$ cat src/rtl/flood_game_ctrl.sv
// flood_game_ctrl
// Game-side controller that sits between the menu/select block and the board
// (flood-fill) engine. It acknowledges a begin-game request and latches the
// game settings, acknowledges every colour-select request, launches exactly one
// flood fill per legal move, counts tries and declares a win or a loss. A fill
// that never completes is caught by a watchdog and ends the game as lost.
//
// Ports
//   MASTER_CLOCK             in   system clock, the only clock
//   RESET_N                  in   async active-low reset
//   BEGIN_GAME               in   level begin-game request from select
//   ACK_BEGIN_GAME           out  begin-game acknowledge
//   final_SIZE               in   board size, latched at game start
//   final_COLOR_NUM          in   colour count, latched at game start
//   TOTAL_TRIES              in   move budget, latched at game start
//   COLOR_SEL_SIG            in   level move request
//   COLOR_SELECTED           in   requested colour (valid with COLOR_SEL_SIG)
//   CURRENTLY_CHANGING_COLOR out  move acknowledge / busy
//   CURRENT_COLOR            in   colour of the top-left cell
//   FILL_START               out  1-cycle flood-fill start pulse
//   FILL_COLOR               out  fill colour, stable for the whole fill
//   FILL_DONE                in   1-cycle fill-complete pulse
//   FILL_ALL_SAME            in   board uniform, valid with FILL_DONE
//   TRIES                    out  legal moves made this game (saturating)
//   IN_GAME                  out  game in progress
//   GAME_WON / GAME_LOST     out  end-of-game flags
//   FILL_FAULT               out  sticky fill-timeout flag

module flood_game_ctrl #(
  parameter int TRIES_W      = 8,
  parameter int FILL_TIMEOUT = 1000000
) (
  input  logic               MASTER_CLOCK,
  input  logic               RESET_N,
  input  logic               BEGIN_GAME,
  output logic               ACK_BEGIN_GAME,
  input  logic [4:0]         final_SIZE,
  input  logic [3:0]         final_COLOR_NUM,
  input  logic [TRIES_W-1:0] TOTAL_TRIES,
  input  logic               COLOR_SEL_SIG,
  input  logic [2:0]         COLOR_SELECTED,
  output logic               CURRENTLY_CHANGING_COLOR,
  input  logic [2:0]         CURRENT_COLOR,
  output logic               FILL_START,
  output logic [2:0]         FILL_COLOR,
  input  logic               FILL_DONE,
  input  logic               FILL_ALL_SAME,
  output logic [TRIES_W-1:0] TRIES,
  output logic               IN_GAME,
  output logic               GAME_WON,
  output logic               GAME_LOST,
  output logic               FILL_FAULT
);

  localparam int TMR_W = $clog2(FILL_TIMEOUT + 1);
  localparam logic [TMR_W-1:0] TMR_LAST = TMR_W'(FILL_TIMEOUT - 1);

  typedef enum logic [2:0] {
    S_IDLE,
    S_START,
    S_PLAY,
    S_CHECK,
    S_FILL,
    S_WAIT_DROP,
    S_WON,
    S_LOST
  } state_t;

  state_t             state_q, state_d;
  logic               ack_q, ack_d;
  logic               ccc_q, ccc_d;
  logic               fill_start_q, fill_start_d;
  logic [2:0]         fill_color_q, fill_color_d;
  logic [TRIES_W-1:0] tries_q, tries_d;
  logic               won_q, won_d;
  logic               lost_q, lost_d;
  logic               fault_q, fault_d;
  logic               in_game_q, in_game_d;
  // Board size travels with the other settings but nothing here consumes it.
  logic [4:0]         unused_size_q, unused_size_d;
  logic [3:0]         colnum_q, colnum_d;
  logic [TRIES_W-1:0] total_q, total_d;
  logic [2:0]         sel_q, sel_d;
  logic               won_pend_q, won_pend_d;
  logic               lost_pend_q, lost_pend_d;
  logic [TMR_W-1:0]   tmr_q, tmr_d;

  logic               take_begin;
  logic               move_illegal;
  logic [TRIES_W-1:0] tries_inc;

  // A new game may only start from a settled state; during a move the
  // request is left pending and served once the move returns to PLAY.
  assign take_begin   = BEGIN_GAME &&
                        (state_q inside {S_IDLE, S_PLAY, S_WON, S_LOST});
  assign move_illegal = ({1'b0, sel_q} >= colnum_q) || (sel_q == CURRENT_COLOR);
  assign tries_inc    = (&tries_q) ? tries_q : tries_q + TRIES_W'(1);

  // NOTE: every variable gets its hold value first so that no path through
  // the case statement leaves one unassigned, which would infer a latch.
  always_comb begin
    state_d       = state_q;
    ack_d         = ack_q;
    ccc_d         = ccc_q;
    fill_start_d  = 1'b0;
    fill_color_d  = fill_color_q;
    tries_d       = tries_q;
    won_d         = won_q;
    lost_d        = lost_q;
    fault_d       = fault_q;
    unused_size_d = unused_size_q;
    colnum_d      = colnum_q;
    total_d       = total_q;
    sel_d         = sel_q;
    won_pend_d    = won_pend_q;
    lost_pend_d   = lost_pend_q;
    tmr_d         = tmr_q;

    if (take_begin) begin
      state_d       = S_START;
      ack_d         = 1'b1;
      unused_size_d = final_SIZE;
      colnum_d      = final_COLOR_NUM;
      total_d       = TOTAL_TRIES;
      tries_d       = '0;
      won_d         = 1'b0;
      lost_d        = 1'b0;
      // A select level still being acked keeps its ack until it drops.
      ccc_d         = ccc_q & COLOR_SEL_SIG;
    end else begin
      case (state_q)
        S_IDLE: ;
        S_START: begin
          ccc_d = ccc_q & COLOR_SEL_SIG;
          if (!BEGIN_GAME) begin
            ack_d   = 1'b0;
            state_d = S_PLAY;
          end
        end
        S_PLAY: begin
          // A request counts only on a fresh level (ack low), so one held
          // level can never launch a second fill.
          if (COLOR_SEL_SIG && !ccc_q) begin
            ccc_d       = 1'b1;
            sel_d       = COLOR_SELECTED;
            won_pend_d  = 1'b0;
            lost_pend_d = 1'b0;
            state_d     = S_CHECK;
          end else if (!COLOR_SEL_SIG) begin
            ccc_d = 1'b0;
          end
        end
        S_CHECK: begin
          if (move_illegal) begin
            state_d = S_WAIT_DROP;
          end else begin
            fill_start_d = 1'b1;
            fill_color_d = sel_q;
            tries_d      = tries_inc;
            tmr_d        = '0;
            state_d      = S_FILL;
          end
        end
        S_FILL: begin
          if (FILL_DONE) begin
            // A uniform board wins even when the budget is exhausted.
            won_pend_d  = FILL_ALL_SAME;
            lost_pend_d = !FILL_ALL_SAME && (tries_q >= total_q);
            state_d     = S_WAIT_DROP;
          end else if (tmr_q == TMR_LAST) begin
            fault_d = 1'b1;
            lost_d  = 1'b1;
            ccc_d   = 1'b0;
            state_d = S_LOST;
          end else begin
            tmr_d = tmr_q + TMR_W'(1);
          end
        end
        S_WAIT_DROP: begin
          if (!COLOR_SEL_SIG) begin
            ccc_d = 1'b0;
            if (won_pend_q) begin
              won_d   = 1'b1;
              state_d = S_WON;
            end else if (lost_pend_q) begin
              lost_d  = 1'b1;
              state_d = S_LOST;
            end else begin
              state_d = S_PLAY;
            end
          end
        end
        S_WON, S_LOST: begin
          // Requests after the game ends are acked but never filled.
          ccc_d = COLOR_SEL_SIG;
        end
        default: state_d = S_IDLE;
      endcase
    end

    in_game_d = state_d inside {S_PLAY, S_CHECK, S_FILL, S_WAIT_DROP};
  end

  // NOTE: every register here, including the latched settings, is cleared by
  // the async reset so a reset mid-fill drops all handshakes immediately.
  // NOTE: non-blocking assignments keep every register sampling the values
  // from before the edge, independent of statement order.
  always_ff @(posedge MASTER_CLOCK or negedge RESET_N) begin
    if (!RESET_N) begin
      state_q       <= S_IDLE;
      ack_q         <= 1'b0;
      ccc_q         <= 1'b0;
      fill_start_q  <= 1'b0;
      fill_color_q  <= '0;
      tries_q       <= '0;
      won_q         <= 1'b0;
      lost_q        <= 1'b0;
      fault_q       <= 1'b0;
      in_game_q     <= 1'b0;
      unused_size_q <= '0;
      colnum_q      <= '0;
      total_q       <= '0;
      sel_q         <= '0;
      won_pend_q    <= 1'b0;
      lost_pend_q   <= 1'b0;
      tmr_q         <= '0;
    end else begin
      state_q       <= state_d;
      ack_q         <= ack_d;
      ccc_q         <= ccc_d;
      fill_start_q  <= fill_start_d;
      fill_color_q  <= fill_color_d;
      tries_q       <= tries_d;
      won_q         <= won_d;
      lost_q        <= lost_d;
      fault_q       <= fault_d;
      in_game_q     <= in_game_d;
      unused_size_q <= unused_size_d;
      colnum_q      <= colnum_d;
      total_q       <= total_d;
      sel_q         <= sel_d;
      won_pend_q    <= won_pend_d;
      lost_pend_q   <= lost_pend_d;
      tmr_q         <= tmr_d;
    end
  end

  assign ACK_BEGIN_GAME           = ack_q;
  assign CURRENTLY_CHANGING_COLOR = ccc_q;
  assign FILL_START               = fill_start_q;
  assign FILL_COLOR               = fill_color_q;
  assign TRIES                    = tries_q;
  assign IN_GAME                  = in_game_q;
  assign GAME_WON                 = won_q;
  assign GAME_LOST                = lost_q;
  assign FILL_FAULT               = fault_q;

endmodule

$ cat config.mk
export PLATFORM = sky130hd
export DESIGN_NAME = flood_game_ctrl
export DESIGN_NICKNAME = d
export VERILOG_FILES = /design/src/rtl/flood_game_ctrl.sv
export SDC_FILE = /design/constraint.sdc
export NUM_CORES = 1
export LEC_CHECK = 0
export BUFFER_PORTS_ARGS = -buffer_cell sky130_fd_sc_hd__buf_2
export CORE_ASPECT_RATIO = 2
export CORE_MARGIN = 2
export CORE_UTILIZATION = 57
export DETAILED_ROUTE_END_ITERATION = 8
export HOLD_SLACK_MARGIN = 0.12
export PLACE_DENSITY = 0.8
export SLEW_MARGIN = 20
export SYNTH_ARGS = -nofsm -noshare
export SYNTH_HDL_FRONTEND = slang
export SYNTH_SLANG_ARGS = --single-unit
$ cat constraint.sdc
create_clock -name MASTER_CLOCK -period 2.4 [get_ports MASTER_CLOCK]
set_input_delay 0.36 -clock MASTER_CLOCK [delete_from_list [all_inputs] [get_ports MASTER_CLOCK]]
set_output_delay 0.36 -clock MASTER_CLOCK [all_outputs]
set_load 0.01 [all_outputs]
==> Word level (Yosys, flattened, before mapping) <==
Cells that the tools add are included.
{ "totals": {"output_inout_bits": 18, "regBits": 58} }
{ "op_classes": {"reduce_logical": 29, "addsub": 2, "n_bitwise": 4, "mux": 46, "order_cmp": 2, "eq_ne": 27} }
{ "op_table": {"columns": ["operator", "count"], "rows": [
  ["2-to-1 mux 20 bit", 3],
  ["one-hot mux 20 bit (2 select lines)", 1],
  ["2-to-1 mux 8 bit", 4],
  ["2-to-1 mux 1 bit", 25],
  ["2-to-1 mux 3 bit", 8],
  ["adder 20 x 1 -> 20 bit, second input constant", 1],
  ["== test 20 bit, second input constant", 1],
  ["== test 3 bit, second input constant", 6],
  ["!= test 3 bit, second input constant", 5],
  ["one-hot mux 3 bit (5 select lines)", 1],
  ["AND reduction 3 bit", 5],
  ["== test 3 x 2 -> 1 bit, second input constant", 4],
  ["!= test 2 bit, second input constant", 6],
  ["nonzero test 2 bit", 6],
  ["adder 8 x 1 -> 8 bit, second input constant", 1],
  [">= comparator 8 bit", 1],
  ["AND reduction 4 bit", 2],
  ["AND reduction 8 bit", 1],
  ["nonzero test 4 bit", 2],
  ["!= test 2 x 1 -> 1 bit, second input constant", 3],
  ["one-hot mux 1 bit (2 select lines)", 3],
  ["AND reduction 6 bit", 1],
  ["nonzero test 6 bit", 1],
  ["one-hot mux 1 bit (5 select lines)", 1],
  ["other kinds (13)", 18]
]} }

==> Longest topological paths before layout <==
Gate-level depths: netlist of run 1.
{ "depth": {"ltp_word": 7, "mapped_depth": 8, "ltp_nobuf": 8} }

==> Worst setup path after synthesis of run 1 <==
No wires, ideal clock.
{ "synth_timing": {"path_type": "register to register", "from": "register tmr_q[11]", "to": "register tmr_q[3]", "synth_period_minus_slack_ps": 2074, "path_slack_ps": 326, "required_ps": 2271, "stages_incl_launch_ff": 6, "n_path_buf": 0, "t_arrival_ps": 1944, "path_cell_list": "dfrtp_1 or4_1 or4_4 o21a_1 a41oi_1 a31oi_1"} }
{ "synth_between": {"elab_chain_len": 3} }
{ "synth_lines": {"columns": ["element", "line", "rtl"], "rows": [
  ["start, declared", "86", "logic [TMR_W-1:0] tmr_q, tmr_d;"],
  ["start signal, assigned", "244", "tmr_q <= tmr_d;"],
  ["== test 20 bit", "170", "end else if (tmr_q == TMR_LAST) begin"],
  ["!= test 2 bit (no source line)", null, null],
  ["AND reduction 5 bit (no source line)", null, null]
]} }
Every way passes these cells.
A chain may end at the register's enable or synchronous reset.

==> Worst setup path in the final report of run 1 <==
{ "layout_timing": {"from": "register tmr_q[7]", "to": "register tmr_q[5]"} }
Same word-level chain as after synthesis.

==> results.json, run 1 <==
{
  "rows": 38,
  "met3WireLength_microns": 289,
  "min_path_type": "input pin to async pin",
  "rsz0062_at_grt": "no",
  "syn_area_sq_mm": 0.003211,
  "synth_cell_types": 54,
  "path_class": "flip-flop to flip-flop",
  "pin_count": 47,
  "finalCriticalPeriod_ns": 2.315,
  "num_vias": 2824,
  "setup_viol": 0,
  "ant_nets": 0,
  "irDropWorstVdd_mv": 0.7145,
  "fin_nets": 444,
  "startpoint_type": "flip-flop",
  "seq_area_frac_synth": 0.4521,
  "clk_latency_ns": 0.35,
  "holdWs_ns": 0.1469,
  "hpwl_microns": 5421,
  "multi_input_area_sq_mm": 0.001614,
  "r2r-start": "tmr_q[7]$_DFFE_PN0P_",
  "seqCellArea_sq_mm": 0.001451,
  "max_cap_violations": 0,
  "cts_hold_buf": 0,
  "synth_compound_area_frac": 0.1781,
  "drive_gt1_frac": 0.2049,
  "synth-xor-area-share": 0.02728,
  "fp.dieW_microns": 57.07,
  "post_drt_wl_per_cell_microns": 16.04,
  "fin_tns_setup_ns": 0,
  "grt_max_degree": 59,
  "core-area_sq_mm": 0.005420,
  "cts_max_path_buffers": 2,
  "drtIter0Drc": 124,
  "synth_top_area_frac": 0.4521,
  "outcome": "complete, no violations",
  "slew_headroom": 0.5014,
  "cts_tree": "built",
  "grt_usage": 0.2621,
  "switchingPower_w": 0.001442,
  "via_per_inst": 6.073,
  "synth_top_family_by_area": "simple AND/OR/NAND/NOR gates",
  "cts_num_sinks": 58,
  "die_h_microns": 110.1,
  "synth_top_area_cell": "dfrtp_1",
  "ys_warn_count": 0,
  "ys.flop_type": "dfrtp_1",
  "top_layer": "met4",
  "arrival_ns": 2.54,
  "min_period_over_period": 0.9647,
  "crit_start": "tmr_q[7]$_DFFE_PN0P_",
  "routed_wl_microns": 7458,
  "skew_ns": 0.008605,
  "cts_root_buffer": "clkbuf_8",
  "seq_power_share": 0.379,
  "hold_viol": 0,
  "p_sw_frac": 0.3800,
  "grt_pass1_wl_microns": 12690,
  "cp-end-kind": "flip-flop",
  "first_pass_iters": 4,
  "layout_commonest_cell": "dfrtp_1",
  "netlist_instances": 346,
  "cp_max_fo": 14,
  "place.port_buffers": 41,
  "synth_mux_area_frac": 0.02299,
  "num_antenna_cells": 0,
  "synth_area_leaders": "dfrtp_1, nand2_1, ha_1",
  "p_clk_frac": 0.232,
  "clk_pin_slew_ns": 0.07,
  "gr-total-overflow": 0,
  "htree_levels": 3,
  "final_max_slew_viol_count": 0,
  "die_area_sq_mm": 0.006285,
  "ys_ff_latch": 58,
  "initial_utilization": 0.5923,
  "synth-edff-count": 0,
  "antenna_found_initial": 0,
  "p_leak_nw": 1.802,
  "fill_cells": 460,
  "cts_buffers": 9,
  "met1_length_microns": 2860,
  "fmax_mhz": 431.9,
  "wl_met2_microns": 4123,
  "area_growth_pct": 16.45,
  "synth_adder_area_share": 0.05456,
  "comb_power_share": 0.389,
  "gp_congestion": 0.9261,
  "syn_area_per_cell_sq_um": 9.279,
  "synthSimpleGateAreaFrac": 0.2198,
  "synth-async-reset-ratio": 1.000,
  "syn_nets": 389,
  "p_int_w": 0.002352,
  "drc_errors": 0,
  "grt_pass1_vias": 2786,
  "powerDensity_mw_per_mm2": 1015,
  "layout_common_cells": "dfrtp_1, nand2_1, buf_2, nor2_1, inv_1",
  "worstMarginPinSlew_ns": 0.7478,
  "crit_required_ns": 2.63
}
[area by class of cell]
type	count	area share
clock buffer	12	0.03882
clock inverter	3	0.01071
inverter	23	0.02309
multi-input combinational	254	0.4317
sequential	58	0.3882
tap	60	0.02008
timing repair buffer	55	0.08735
[worst paths after layout]
kind | slack [ns] | cells past startpoint | endpoint
worst min register to register | 0.47 | 1 | FILL_FAULT$_DFFE_PN0P_
worst max register to register | 0.08 | 5 | tmr_q[5]$_DFFE_PN0P_
worst min-delay path | 0.15 | 2 | tmr_q[17]$_DFFE_PN0P_
min in group MASTER_CLOCK | 0.20 | 3 | colnum_q[3]$_DFFE_PN0P_
worst max-delay path | 0.08 | 5 | tmr_q[5]$_DFFE_PN0P_
max in group asynchronous | 1.75 | 2 | CURRENTLY_CHANGING_COLOR$_DFFE_PN0P_
[Yosys cell counts, types with 3 or more instances]
cell type	instances
o21bai_1	4
o31ai_1	7
mux2_2	3
nand2_1	48
nor2_1	25
xnor2_1	5
a31oi_1	7
nand2b_1	7
a21o_1	4
ha_1	14
o41ai_1	3
or4_2	3
nor4_1	3
nor3_1	6
and4_1	3
dfrtp_1	58
or4_1	3
o21ai_0	19
o211ai_1	7
xor2_1	5
clkbuf_1	8
inv_1	22
nand3_1	18
mux2i_1	4
nand4_1	8
a21oi_1	17
[layer usage]
metal | up-vias | GRT usage
li1 | 1361 | -
met1 | 1366 | 0.2852
met2 | 81 | 0.4762
met3 | 16 | 0.05251
met4 | 0 | 0.1262
met5 | - | 0
[metrics by stage]
stage               instances  worst slack [ns]  total power (W)  area [sq um]    util
CTS                       465           0.08392         0.003809          3735  0.6891
floorplan                 346            0.3265         0.002428          3211       -
global route              465          0.009406         0.004073          3739  0.6898
global placement          450            0.1526         0.002875          3550  0.6549
finish                    465           0.08463         0.003794          3739  0.6898
detailed placement        450            0.1015         0.002921          3550  0.6549
[power groups by stage]
stage	clock [W]	combinational, W	sequential [W]
floorplan	0	0.00101	0.00142
global placement	0	0.00144	0.00144
detailed placement	0	0.00147	0.00145
CTS	0.000895	0.00148	0.00143
global route	0.000934	0.00167	0.00147
finish	0.000880	0.00148	0.00144
[flip-flops by register name, indices dropped and copies added (netlist names)]
| name | cells |
|---|---|
| won_pend_q | 1 |
| FILL_COLOR | 3 |
| ACK_BEGIN_GAME | 1 |
| FILL_START | 1 |
| FILL_FAULT | 1 |
| sel_q | 3 |
| CURRENTLY_CHANGING_COLOR | 1 |
| colnum_q | 4 |
| lost_pend_q | 1 |
| state_q | 3 |
| GAME_LOST | 1 |
| total_q | 8 |
| IN_GAME | 1 |
| TRIES | 8 |
| tmr_q | 20 |
| GAME_WON | 1 |
[repair_timing]
| item | CTS | global route |
|---|---|---|
| setup buffers | 0 | 0 |
| setup endpoints to repair | 0 | 2 |
| resized for setup | 0 | 1 |
[kinds of logic after synthesis]
| kind of cell | Yosys count |
|---|---|
| adders and majority gates | 14 |
| xor gates and xnor gates | 10 |
| DFF | 58 |
| muxes | 7 |
| buffers and inverters | 34 |
| and+or+nand+nor | 138 |
| AOI/OAI and AO/OA | 85 |
[worst max-delay path: stages (launching register included)]
cell      delay [ns]
dfrtp_1         0.43
or4_1           0.53
or4_4           0.57
o21ai_4         0.37
o41ai_1         0.13
o21bai_1        0.16
(Power assumes the default switching activity.)
==> run 2: changes to the inputs <==
==> constraint.sdc (replaced) <==
create_clock -name MASTER_CLOCK -period 2.45 [get_ports MASTER_CLOCK]
set_input_delay 0.3675 -clock MASTER_CLOCK [delete_from_list [all_inputs] [get_ports MASTER_CLOCK]]
set_output_delay 0.3675 -clock MASTER_CLOCK [all_outputs]
set_load 0.01 [all_outputs]
==> results.json, run 2 (same netlist as run 1, synthesis figures left out) <==
{
  "outcome": "complete, no violations",
  "hold_viol": 0,
  "place_ws_ns": 0.1602,
  "hpwl_microns": 5532,
  "largest_reg_flops": 20,
  "layout_commonest_cell": "dfrtp_1",
  "clk_pin_slew_ns": 0.06,
  "grtUsageMet1": 0.2773,
  "cp_max_fo": 6,
  "p_clk_frac": 0.234,
  "place_area_sq_mm": 0.003542,
  "crit_chain": "inv_1 > ha_1 > nand2b_1 > a211oi_2 > o211ai_1 > buf_4 > or4_1 > a21oi_1",
  "path_class": "flip-flop to flip-flop",
  "via_per_inst": 6.118,
  "seq_power_share": 0.371,
  "irDropWorstVdd_mv": 0.7103,
  "holdWs_ns": 0.1627,
  "powerDensity_mw_per_mm2": 1011,
  "place.port_buffers": 41,
  "num_vias": 2857,
  "cts_max_path_buffers": 2,
  "drtIter0Drc": 126,
  "slowest_stage": "or4_1",
  "die_area_sq_mm": 0.006285,
  "busiest_layer": "met2",
  "pin_count": 47,
  "grt.met2_usage": 0.5041,
  "r2r-end": "TRIES[7]$_DFFE_PN0P_",
  "grtUsageMet3": 0.07351,
  "cp-end-kind": "flip-flop",
  "ant_nets": 0,
  "drc_errors": 0,
  "fin_nets": 445,
  "initial_utilization": 0.5923,
  "cts_hold_buf": 0,
  "comb_power_share": 0.395,
  "finalCriticalPeriod_ns": 2.335,
  "cts_num_sinks": 58,
  "layout_common_cells": "dfrtp_1, nand2_1, buf_2, nor2_1, inv_1",
  "layoutNonFillerInstCount": 467,
  "crit_start": "sel_q[0]$_DFFE_PN0P_",
  "min_path_type": "input pin to async pin",
  "max_cap_violations": 0,
  "first_pass_iters": 4,
  "dp.cells": 449,
  "die_h_microns": 110.1,
  "r2r_cells": 8,
  "setup_ws_ns": 0.1146,
  "ff2ff_setup_slack_ns": 0.11,
  "gr-total-overflow": 0,
  "cts_tree": "built",
  "cts_root_buffer": "clkbuf_8",
  "post_drt_wl_per_cell_microns": 16.80,
  "r2r-start": "sel_q[0]$_DFFE_PN0P_",
  "antenna_found_initial": 0,
  "final_max_slew_viol_count": 0,
  "grt_max_degree": 59,
  "arrival_ns": 2.61,
  "drive_gt1_frac": 0.2088,
  "fmax_mhz": 428.2,
  "skew_ns": 0.008028,
  "fp.dieW_microns": 57.07,
  "num_antenna_cells": 0,
  "crit_required_ns": 2.72,
  "slowest_delay_ns": 0.53,
  "grt_usage": 0.2769,
  "gp_congestion": 0.9298,
  "htree_levels": 3,
  "area_growth_pct": 17.23,
  "p_sw_frac": 0.3772,
  "grt_pass1_wl_microns": 13250,
  "grt_pass1_vias": 2942,
  "slew_headroom": 0.5156,
  "startpoint_type": "flip-flop",
  "final_area_sq_mm": 0.003764,
  "p_leak_nw": 1.811,
  "worstMarginPinSlew_ns": 0.7266,
  "routed_wl_microns": 7845,
  "min_period_over_period": 0.9532,
  "p_int_w": 0.002370,
  "setup_viol": 0,
  "cts_buffers": 9,
  "regMostFlops": "tmr_q",
  "rows": 38,
  "switchingPower_w": 0.001435,
  "core-area_sq_mm": 0.005420,
  "clk_latency_ns": 0.34
}
-- run 2: cell count changes in the layout (fill, tap and decap cells not counted) --
cell      delta
buf_4        +1
clkinv_2     -1
a211oi_2     +1
clkbuf_8     +1
clkbuf_1     +1
a211oi_1     -1
-- run 2: power groups by stage --
stage	registers, W	logic, W	clock network, W
after floorplan	0.00139	0.000985	0
after global placement	0.00141	0.00141	0
after detailed placement	0.00142	0.00145	0
after CTS	0.00141	0.00146	0.000908
after global routing	0.00144	0.00169	0.000953
final	0.00141	0.00150	0.000889
-- run 2: timing repair --
item	in CTS	in global routing
setup endpoints to repair	0	7
resized for setup	0	2
buffers inserted	0	2
hold endpoints to repair	0	0
-- run 2: layer usage --
layer  up-vias  share of wire
met5         -              0
met2        96           0.57
met1      1371           0.35
li1       1369              -
met4         0          0.035
met3        21          0.041
-- run 2: final cells by class --
type                            instances  area [sq um]
Timing Repair Buffer                   56         334.1
Multi-Input combinational cell        254          1619
Clock buffer                           14         162.7
Inverter                               23         86.33
Tap cell                               60         75.07
Clock inverter                          2         35.03
Sequential cell                        58          1451
Fill cell                             464          1657
-- run 2: metrics by stage --
stage	total power [W]	utilization	setup TNS, ns
after global routing	0.004088	0.6944	-0.04441
after detailed placement	0.002871	0.6535	0
final	0.003805	0.6944	0
after floorplan	0.002379	-	0
after CTS	0.003782	0.6900	0
after global placement	0.002822	0.6535	0
-- run 2: worst max-delay path, delay by kind of cell (launching register included) --
| kind | cells | cell delay, ns |
|---|---|---|
| and+or+nand+nor | 2 | 0.69 |
| adders and majority gates | 1 | 0.22 |
| buffers and inverters | 2 | 0.30 |
| AOI/OAI and AO/OA | 3 | 0.66 |
| DFF | 1 | 0.39 |
-- run 2: worst max-delay path by stage --
stage | endpoint | slack [ns] | cells after the start
global route | TRIES[7]$_DFFE_PN0P_ | -0.04 | 8
finish | TRIES[7]$_DFFE_PN0P_ | 0.11 | 8
CTS | tmr_q[5]$_DFFE_PN0P_ | 0.09 | 9
global placement | tmr_q[5]$_DFFE_PN0P_ | 0.19 | 5
floorplan | tmr_q[3]$_DFFE_PN0P_ | 0.38 | 5
detailed placement | tmr_q[5]$_DFFE_PN0P_ | 0.16 | 5
==> run 3: changes to the inputs <==
--- a/config.mk
+++ b/config.mk
@@ -5,13 +5,16 @@
 export SDC_FILE = /design/constraint.sdc
 export NUM_CORES = 1
 export LEC_CHECK = 0
+export ABC_AREA = 1
 export BUFFER_PORTS_ARGS = -buffer_cell sky130_fd_sc_hd__buf_2
 export CORE_ASPECT_RATIO = 2
 export CORE_MARGIN = 2
-export CORE_UTILIZATION = 57
+export CORE_UTILIZATION = 58
 export DETAILED_ROUTE_END_ITERATION = 8
+export GPL_TIMING_DRIVEN = 0
 export HOLD_SLACK_MARGIN = 0.12
 export PLACE_DENSITY = 0.8
+export SETUP_SLACK_MARGIN = 0.4
 export SLEW_MARGIN = 20
 export SYNTH_ARGS = -nofsm -noshare
 export SYNTH_HDL_FRONTEND = slang
==> results.json, run 3 <==
{
  "initial_utilization": 0.5975,
  "cp-end-kind": "flip-flop",
  "outcome": "complete, no violations",
  "cts_setup_buffers": 0,
  "setup_viol": 0,
  "synth.most_common_cell": "nand2_1",
  "via_per_inst": 5.462,
  "hpwl_microns": 6748,
  "area_growth_pct": 16.03,
  "seq_area_frac_synth": 0.4079,
  "crit_required_ns": 2.67,
  "startpoint_type": "flip-flop",
  "clk_pin_slew_ns": 0.05,
  "syn_area_sq_mm": 0.003558,
  "grt_max_degree": 59,
  "first_pass_iters": 4,
  "top_layer": "met4",
  "finalCriticalPeriod_ns": 1.895,
  "netlist_instances": 475,
  "synth_top_area_frac": 0.4079,
  "clk_latency_ns": 0.34,
  "post_drt_wl_per_cell_microns": 15.08,
  "cp_max_fo": 10,
  "die_h_microns": 114.8,
  "regMostFlops": "tmr_q",
  "ys_warn_count": 0,
  "p_leak_nw": 2.114,
  "ff2ff_setup_slack_ns": 0.55,
  "syn_area_per_cell_sq_um": 7.491,
  "antenna_found_initial": 0,
  "path_class": "flip-flop to flip-flop",
  "htree_levels": 3,
  "seqCellArea_sq_mm": 0.001451,
  "cts_resized": 0,
  "slew_headroom": 0.5101,
  "ys_ff_latch": 58,
  "routed_wl_microns": 8974,
  "syn_nets": 518,
  "skew_ns": 0.008468,
  "layout_common_cells": "nand2_1, dfrtp_1, nor2_1, inv_1, buf_2",
  "synth-edff-count": 0,
  "multi_input_area_sq_mm": 0.001844,
  "fp.dieW_microns": 59.39,
  "hold_viol": 0,
  "largest_reg_flops": 20,
  "max_cap_violations": 0,
  "powerDensity_mw_per_mm2": 1089,
  "met1_length_microns": 3066,
  "irDropWorstVdd_mv": 0.5618,
  "gp_congestion": 0.9726,
  "cts_buffers": 9,
  "met3WireLength_microns": 317,
  "arrival_ns": 2.12,
  "grt_pass1_vias": 3338,
  "final_max_slew_viol_count": 0,
  "fin_nets": 570,
  "ant_nets": 0,
  "cts_max_path_buffers": 2,
  "synth_area_leaders": "dfrtp_1, nand2_1, nor2_1",
  "num_antenna_cells": 0,
  "min_period_over_period": 0.7735,
  "grt_usage": 0.2977,
  "drive_gt1_frac": 0.1692,
  "drc_errors": 0,
  "cts_root_buffer": "clkbuf_16",
  "fin_tns_setup_ns": 0,
  "drtIter0Drc": 173,
  "min_path_type": "input pin to async pin",
  "cts_tree": "built",
  "synth-async-reset-ratio": 1.000,
  "worstMarginPinSlew_ns": 0.7349,
  "cts_hold_buf": 0,
  "place_area_sq_mm": 0.003845,
  "rsz0062_at_grt": "no",
  "yosys-top-cells-count": "nand2_1, dfrtp_1, nor2_1",
  "grt_pass1_wl_microns": 14980,
  "layout_commonest_cell": "nand2_1",
  "cts_num_sinks": 58,
  "place.port_buffers": 41,
  "gr-total-overflow": 0,
  "synth_top_area_cell": "dfrtp_1",
  "die_area_sq_mm": 0.006816,
  "synth_cell_types": 35,
  "core-area_sq_mm": 0.005956,
  "wl_met2_microns": 5141,
  "ys.flop_type": "dfrtp_1",
  "final_area_sq_mm": 0.004129,
  "fmax_mhz": 527.7,
  "num_vias": 3250,
  "rows": 40,
  "pin_count": 47,
  "fill_cells": 514
}
## run 3: kinds of logic after synthesis
group,Yosys count,synth area share
AND/OR/NAND/NOR,282,0.3453
buffers and inverters,59,0.07384
flip-flops,58,0.4079
AO/OA/AOI/OAI,38,0.06435
XOR/XNOR,23,0.05661
adder cells (fa/ha/maj),14,0.04923
multiplexers,1,0.002813
## run 3: final timing paths
check,from,endpoint,cells past startpoint
setup / recovery,sel_q[1]$_DFFE_PN0P_,tmr_q[18]$_DFFE_PN0P_,10
hold / removal,RESET_N,TRIES[7]$_DFFE_PN0P_,1
setup reg to reg,sel_q[1]$_DFFE_PN0P_,tmr_q[18]$_DFFE_PN0P_,10
hold reg to reg,FILL_FAULT$_DFFE_PN0P_,FILL_FAULT$_DFFE_PN0P_,2
max in group asynchronous,RESET_N,FILL_FAULT$_DFFE_PN0P_,1
min in group MASTER_CLOCK,TOTAL_TRIES[6],total_q[6]$_DFFE_PN0P_,3
## run 3: power breakdown
| part | switching [W] | internal (W) | leakage [nW] |
|---|---|---|---|
| logic | 0.00124 | 0.000649 | 1.21 |
| clock network | 0.000421 | 0.000762 | 0.143 |
| registers | 0.000197 | 0.00123 | 0.757 |
| total | 0.00186 | 0.00264 | 2.11 |
## run 3: critical path, stage by stage, from the launching register on
cell	delay, ns
dfrtp_1	0.42
ha_1	0.31
inv_1	0.06
o21bai_1	0.05
a21oi_1	0.26
nand4_4	0.21
nand2_4	0.16
inv_6	0.07
buf_8	0.14
nand2_1	0.06
nand2_1	0.05
## run 3: stage by stage
stage	setup WS, ns	total power (W)	hold WS [ns]	instances	utilization
final	0.5550	0.004496	0.09098	595	0.6933
after floorplan	0.7614	0.002763	0.07191	475	-
after global routing	0.4013	0.004856	0.1671	595	0.6933
after global placement	0.6088	0.003224	0.4473	579	0.6452
after CTS	0.5389	0.004526	0.1226	595	0.6933
after detailed placement	0.5506	0.003310	0.4456	579	0.6456
## run 3: routing by layer
layer | up-vias | global-route usage
li1 | 1609 | -
met1 | 1505 | 0.2786
met2 | 93 | 0.5531
met3 | 43 | 0.06862
met4 | 0 | 0.1742
met5 | - | 0
## run 3: area by class of cell
type | instances | area share
clock buffers | 14 | 0.06636
inverters | 50 | 0.04667
repair buffers | 41 | 0.05030
flip-flops and latches | 58 | 0.3515
well taps | 63 | 0.01909
multi-input cells | 358 | 0.4467
clock inverters | 2 | 0.002424
plain buffers | 9 | 0.01697
